[src/rtl/tic_tac_toe_pkg.sv]
// Shared types and constants for the tic-tac-toe engine.
// Latency: n/a (declarations only).
// Backpressure: n/a.
package tic_tac_toe_pkg;

    localparam int NUM_CELLS = 9;
    localparam int NUM_LINES = 8;

    // Two bits per cell; 2'b11 is never stored.
    typedef enum logic [1:0] {
        EMPTY  = 2'b00,
        MARK_X = 2'b01,
        MARK_O = 2'b10
    } cell_t;

    typedef enum logic [1:0] {
        WIN_NONE = 2'b00,
        WIN_X    = 2'b01,
        WIN_O    = 2'b10,
        WIN_DRAW = 2'b11
    } winner_t;

    localparam logic PLAYER_X = 1'b0;
    localparam logic PLAYER_O = 1'b1;

    // Cell i lives in board[i]; row-major, 0..2 is the top row.
    typedef logic [NUM_CELLS-1:0][1:0] board_t;

    // Every line that wins when its three cells carry the same mark.
    localparam int WIN_LINES [NUM_LINES][3] = '{
        '{0, 1, 2}, '{3, 4, 5}, '{6, 7, 8},
        '{0, 3, 6}, '{1, 4, 7}, '{2, 5, 8},
        '{0, 4, 8}, '{2, 4, 6}
    };

endpackage

[src/rtl/tic_tac_toe_win_check.sv]
// Classifies a board as no result, X win, O win or draw.
// Latency: purely combinational.
// Backpressure: none.
module tic_tac_toe_win_check
    import tic_tac_toe_pkg::*;
(
    input  board_t     board,
    output logic [1:0] result
);

    logic x_win;
    logic o_win;
    logic full;

    // Scan all lines for three equal marks and the board for free cells.
    always_comb begin
        x_win = 1'b0;
        o_win = 1'b0;
        full  = 1'b1;
        for (int l = 0; l < NUM_LINES; l++) begin
            if (board[WIN_LINES[l][0]] == board[WIN_LINES[l][1]] &&
                board[WIN_LINES[l][1]] == board[WIN_LINES[l][2]]) begin
                if (board[WIN_LINES[l][0]] == MARK_X) x_win = 1'b1;
                if (board[WIN_LINES[l][0]] == MARK_O) o_win = 1'b1;
            end
        end
        for (int i = 0; i < NUM_CELLS; i++) begin
            if (board[i] == EMPTY) full = 1'b0;
        end
    end

    // A win on the last free cell must outrank the draw.
    always_comb begin
        result = WIN_NONE;
        if (x_win)      result = WIN_X;
        else if (o_win) result = WIN_O;
        else if (full)  result = WIN_DRAW;
    end

endmodule

[src/rtl/tic_tac_toe.sv]
// Two-player 3x3 game engine: holds the board and turn, scores each move.
// Latency: an accepted move is visible on all outputs one clk edge after place is sampled.
// Backpressure: none; illegal or late requests are silently dropped.
module tic_tac_toe
    import tic_tac_toe_pkg::*;
(
    input  logic       clk,
    input  logic       reset,
    input  logic [3:0] cell_select,
    input  logic       place,
    output logic       current_player,
    output logic       game_over,
    output logic [1:0] winner
);

    board_t     board_q;
    board_t     board_d;
    logic       player_q;
    logic [1:0] winner_q;
    logic [1:0] wc_result;
    logic       sel_empty;
    logic       accept;

    // Is the addressed cell free? Out-of-range selects never match a cell.
    always_comb begin
        sel_empty = 1'b0;
        for (int i = 0; i < NUM_CELLS; i++) begin
            if (cell_select == 4'(i)) sel_empty = (board_q[i] == EMPTY);
        end
    end

    assign accept = place && !game_over && (cell_select <= 4'd8) && sel_empty;

    // Post-move board, which the scorer sees in the same cycle.
    always_comb begin
        board_d = board_q;
        for (int i = 0; i < NUM_CELLS; i++) begin
            if (accept && cell_select == 4'(i)) begin
                board_d[i] = (player_q == PLAYER_X) ? MARK_X : MARK_O;
            end
        end
    end

    tic_tac_toe_win_check u_win_check (
        .board  (board_d),
        .result (wc_result)
    );

    // Game state commits only on accepted moves, so a finished game stays frozen.
    always_ff @(posedge clk or posedge reset) begin
        if (reset) begin
            board_q  <= '0;
            player_q <= PLAYER_X;
            winner_q <= WIN_NONE;
        end else if (accept) begin
            board_q  <= board_d;
            player_q <= ~player_q;
            winner_q <= wc_result;
        end
    end

    assign current_player = player_q;
    assign winner         = winner_q;
    assign game_over      = (winner_q != WIN_NONE);

endmodule

[config.mk]
export PLATFORM = sky130hd
export DESIGN_NAME = tic_tac_toe
export DESIGN_NICKNAME = d
export VERILOG_FILES = /design/src/rtl/tic_tac_toe_pkg.sv /design/src/rtl/tic_tac_toe_win_check.sv /design/src/rtl/tic_tac_toe.sv
export SDC_FILE = /design/constraint.sdc
export NUM_CORES = 1
export LEC_CHECK = 0
export ABC_AREA = 1
export CORE_MARGIN = 3
export CORE_UTILIZATION = 60
export CTS_CLUSTER_DIAMETER = 200
export DETAILED_ROUTE_END_ITERATION = 16
export GPL_TIMING_DRIVEN = 0
export PLACE_DENSITY_LB_ADDON = 0.3
export SYNTH_ARGS = -nofsm -noshare
export SYNTH_HDL_FRONTEND = slang
export SYNTH_HIERARCHICAL = 1
export SYNTH_SLANG_ARGS = --single-unit
[constraint.sdc]
create_clock -name clk -period 5.4 [get_ports clk]
set_input_delay 0.81 -clock clk [delete_from_list [all_inputs] [get_ports clk]]
set_output_delay 0.81 -clock clk [all_outputs]
set_load 0.01 [all_outputs]
-- Word level (Yosys, flattened, before mapping)
Index checks and enable logic that the tools add are counted.
- muxes and demuxes: 63
- order comparisons: 1
- bitwise gates (word level): 1
- equal/unequal tests: 34
- reduce and logical (&&, ||, !) cells: 41
- operators by type and width (cell ; number):
    1-bit two-way mux ; 50
    2-bit zero test ; 18
    2-bit equality test ; 16
    2-bit two-way mux ; 13
    1-bit logical AND ; 20
    4-bit by 3-bit equality test with 1-bit output (second input constant) ; 4
    2-bit by 1-bit equality test with 1-bit output (second input constant) ; 5
    2-bit equality test (second input constant) ; 5
    4-bit by 2-bit equality test with 1-bit output (second input constant) ; 2
    4-bit by 1-bit equality test with 1-bit output (second input constant) ; 1
    4-bit equality test (second input constant) ; 1
    4-bit <= comparator (second input constant) ; 1
    4-bit zero test ; 1
    2-bit nonzero test ; 1
    1-bit zero test ; 1
    1-bit NOT ; 1
- word-level logic and storage cells: 151
- input bits: 7
- output and inout port bits: 4
- register bits after elaboration: 21

-- Logic depth before layout (Yosys ltp)
- depth in word-level cells: 32
- mapped depth: 23
- depth with buffers taken out: 22

-- Cells and area by module
The synthesis kept the hierarchy.
- modules (own cells, without submodules) (module ; sequential area each (um^2) ; area an instance (um^2) ; cells an instance ; times used):
    tic_tac_toe ; 525.5 ; 1159.9 ; 160 ; 1
    tic_tac_toe_win_check ; 0.0 ; 539.3 ; 119 ; 1

-- Least setup slack after synthesis
No wires, ideal clock.
- path kind: input to register
- from: input cell_select[2]
- to: register winner_q[1] (netlist: winner[1])
- required time: 5.283 ns
- stages on the path: 20
- library setup time: 0.117 ns
- setup slack: 2.689 ns
- buffers on the path: 1
- arrival time: 2.593 ns
- path through: inv_1 nor2_1 inv_2 nor3_2 nand3_1 nand4_1 buf_4 nand4_1 nand2_1 inv_2 a21oi_1 nor2_1 nand3_1 nand2_1 nor2_2 nand3_1 nand2_1 inv_1 nand3_1 nand2_1
- RTL lines (item ; line ; source):
    from (decl) ; tic_tac_toe.sv:9 ; input logic [3:0] cell_select,
    to (signal assigned) ; tic_tac_toe.sv:58 ; winner_q <= wc_result;
    to (decl) ; tic_tac_toe.sv:19 ; logic [1:0] winner_q;

==> impl_metrics.json <==
{
  "share_clk_of_total_power": 0.294,
  "post_cts_setup_buffers": 0,
  "placement_rows": 18,
  "cellLeakagePower_nw": 1.01,
  "cts_hold_buffers": 0,
  "clk_root_buffer_cell": "clkbuf_4",
  "syn-num-nets": 286,
  "cts.sink_count": 21,
  "yosysSeqAreaShare": 0.309,
  "wl_per_cell_um": 12.8,
  "sw_frac_of_total": 0.232,
  "nets": 301,
  "report.final.slew_viol_count": 0,
  "drt_iter0_markers": 138,
  "port-buffer-count": 10,
  "flow.area_growth_from_synthesis_pct": 9.65,
  "htreeDepth": 1,
  "post_synth.cell_area_avg_um2": 6.09,
  "ys_ff_latch": 21,
  "number_of_global_route_vias_before_repair": 1659,
  "mostFrequentLayoutCells": "nand2_1, inv_1, nor2_1, nand3_1, nand4_1",
  "ws_path_type": "input port to register",
  "critical_path_peak_fanout": 10,
  "post_synth_cell_types": 21,
  "fp.coreArea_mm2": 0.00259,
  "sequential_cell_area_um2": 526,
  "critical_path_buf_inv_count": 5,
  "cts.reportedPaths.clkPinSlew_ns": 0.11,
  "min_path_type": "register to register",
  "multiInputGateArea_um2": 948,
  "clock_path_buffers": 2,
  "outcome": "finished, final reports clean",
  "tritoncts": "yes",
  "endpoint_kind": "register",
  "cellPowerDensity_mw_per_mm2": 135,
  "final.min_clock_period_ns": 3.47,
  "grt_use_total": 0.267,
  "syn-cell-area_mm2": 0.00170,
  "cts_resized": 0,
  "fp.dieArea_mm2": 0.00351,
  "setup-tns-final_ns": 0,
  "maxCapViolations": 0,
  "finalCritPeriodShare": 0.643,
  "timing.max_slew.rel_slack": 0.492,
  "final-setup-viol-count": 0,
  "finalNonFillerCells": 323,
  "synth-warning-count": 6,
  "required_ns": 5.61,
  "setup_repair_after_global_routing_missed_its_margin": "no",
  "post_drt_via_cell_ratio": 5.56,
  "grt_overflow_total": 0,
  "global_route_wire_length_before_repair_um": 7250,
  "internal-power_mw": 0.193,
  "grt_start_max_net_pins": 22,
  "dp_hpwl_um": 3250,
  "timing_hold_violations_final": 0,
  "cp_max_stage_cell": "clkdlybuf4s50_1",
  "endpoint_arrival_time_on_the_critical_path_ns": 3.68,
  "dp_cells": 319,
  "die_x_um": 59.2,
  "fill_cells": 225,
  "net-switching-power_mw": 0.0583,
  "worstSetupStartpointType": "input port",
  "pwr-share-seq": 0.625,
  "timing.fmax_mhz": 288,
  "remaining_antenna_violation_count_after_routing": 0,
  "worstSkewPairLatency_ns": 0.30,
  "diodes": 0,
  "routabilityCongestion": 0.947,
  "synthCells": 279,
  "critPathMaxStageDelay_ns": 0.49,
  "layout_commonest_cell": "nand2_1",
  "tightest_slew_ns": 0.761,
  "vias": 1796,
  "drive_above_1_share": 0.113,
  "comb_power_share": 0.082,
  "post-route-drc-count": 0,
  "numCtsBuffers": 3,
  "vdd_ir_drop_max_mv": 0.165,
  "num_io_pins": 11,
  "wirelength_um": 4120,
  "detailed_routing_iterations_pass_1": 5,
  "dieHeight_um": 59.2,
  "skew_ns": 0.0106,
  "initial_core_util": 0.656,
  "grt_antenna_before_repair": 0,
  "timing.critical_path.max_delay_family": "simple AND/OR/NAND/NOR gates",
  "critical_path.cell_chain": "clkdlybuf4s50_1 -> nor2_1 -> inv_2 -> nor3_2 -> nand3_1 -> nand4_1 -> buf_4 -> nand4_1 -> nand2_1 -> inv_2 -> a21oi_2 -> nor2_1 -> nand3_1 -> nand2_1 -> a21oi_1 -> nand3_1 -> nand2_1 -> inv_1 -> nand3_1 -> nand2_1"
}
[final timing paths]
| kind | cells after the start | end | slack [ns] | from |
|---|---|---|---|---|
| max | 20 | winner[1]$_DFFE_PP0N_ | 1.93 | cell_select[3] |
| min | 2 | board_q[4]$_DFFE_PP0N_ | 0.48 | board_q[4]$_DFFE_PP0N_ |
| max reg2reg | 21 | winner[1]$_DFFE_PP0N_ | 2.81 | board_q[0]$_DFFE_PP0N_ |
| min reg2reg | 2 | board_q[4]$_DFFE_PP0N_ | 0.48 | board_q[4]$_DFFE_PP0N_ |
| max in group asynchronous | 2 | board_q[11]$_DFFE_PP0N_ | 3.98 | reset |
| min in group asynchronous | 2 | board_q[1]$_DFFE_PP0N_ | 0.93 | reset |
[kinds of logic (layout without fill, tap and decap cells)]
group                  count (synthesis)  count (layout)  share of synthesized area
DFF                                   21              21                      0.309
buffers and inverters                 56              70                      0.133
and+or+nand+nor                      184             184                      0.493
AOI/OAI and AO/OA                     18              18                     0.0648
[worst reg2reg max path, stage by stage (launching register included)]
cell and delay (ns):
dfrtp_1 0.39, nor2_1 0.12, nand3_1 0.09, nand2_1 0.10, nor2_1 0.04, nand2_1 0.05, nand2_1 0.06, nand4_1 0.14
buf_4 0.21, nand4_1 0.13, nand2_1 0.23, inv_2 0.11, a21oi_2 0.11, nor2_1 0.06, nand3_1 0.09, nand2_1 0.07
a21oi_1 0.18, nand3_1 0.10, nand2_1 0.07, inv_1 0.04, nand3_1 0.07, nand2_1 0.05
[cells in the mapped netlist]
master    instances  area, um2
dfrtp_1          21        526
nor2_2            5       31.3
a21oi_2           2       17.5
nand3b_1          2       15.0
a211oi_2          1       12.5
nand2_1          77        289
inv_2            14       52.6
a21oi_1           5       25.0
nor3_1            2       10.0
nand3_2           2       20.0
nor3_2            2       20.0
clkinv_1          1       3.75
o21ai_0           5       25.0
inv_1            36        135
nand3_1          36        180
clkbuf_1          1       3.75
a22oi_1           2       15.0
nand4_1          22        138
o21ai_1           3       15.0
nor2_1           36        135
buf_4             4       30.0
[flip-flops by register name (all words and copies together) (netlist names)]
name            cells
winner              2
board_q            18
current_player      1
[layer usage]
| metal | part of all wire | GRT usage | vias up |
|---|---|---|---|
| met4 | 0.0066 | 0.0615 | 0 |
| met3 | 0.080 | 0.0654 | 4 |
| met1 | 0.48 | 0.384 | 799 |
| li1 | - | - | 924 |
| met5 | 0 | 0 | - |
| met2 | 0.43 | 0.401 | 69 |
[stage by stage]
step	hold WS (ns)	util	worst slack (ns)	total power, mW	instance area, um2
2_1_floorplan	0.434	-	2.69	0.172	1700
3_3_place_gp	0.449	0.709	1.73	0.180	1840
3_5_place_dp	0.457	0.709	1.66	0.180	1840
4_1_cts	0.481	0.719	2.00	0.254	1860
5_1_grt	0.502	0.719	1.67	0.264	1860
6_report	0.477	0.719	1.93	0.251	1860
[power groups by stage]
stage / registers (mW) / logic, mW / clock network [mW]
2_1_floorplan: 0.160 / 0.0115 / 0
3_3_place_gp: 0.160 / 0.0201 / 0
3_5_place_dp: 0.160 / 0.0203 / 0
4_1_cts: 0.157 / 0.0203 / 0.0768
5_1_grt: 0.157 / 0.0230 / 0.0842
6_report: 0.157 / 0.0205 / 0.0738
[cell type report]
type | count | area share
Multi-Input combinational cell | 202 | 0.509
Tap cell | 30 | 0.0201
Sequential cell | 21 | 0.282
Buffer | 5 | 0.0181
Inverter | 51 | 0.103
Timing Repair Buffer | 10 | 0.0537
Clock buffer | 4 | 0.0141
Power figures use the tool's default switching activity.
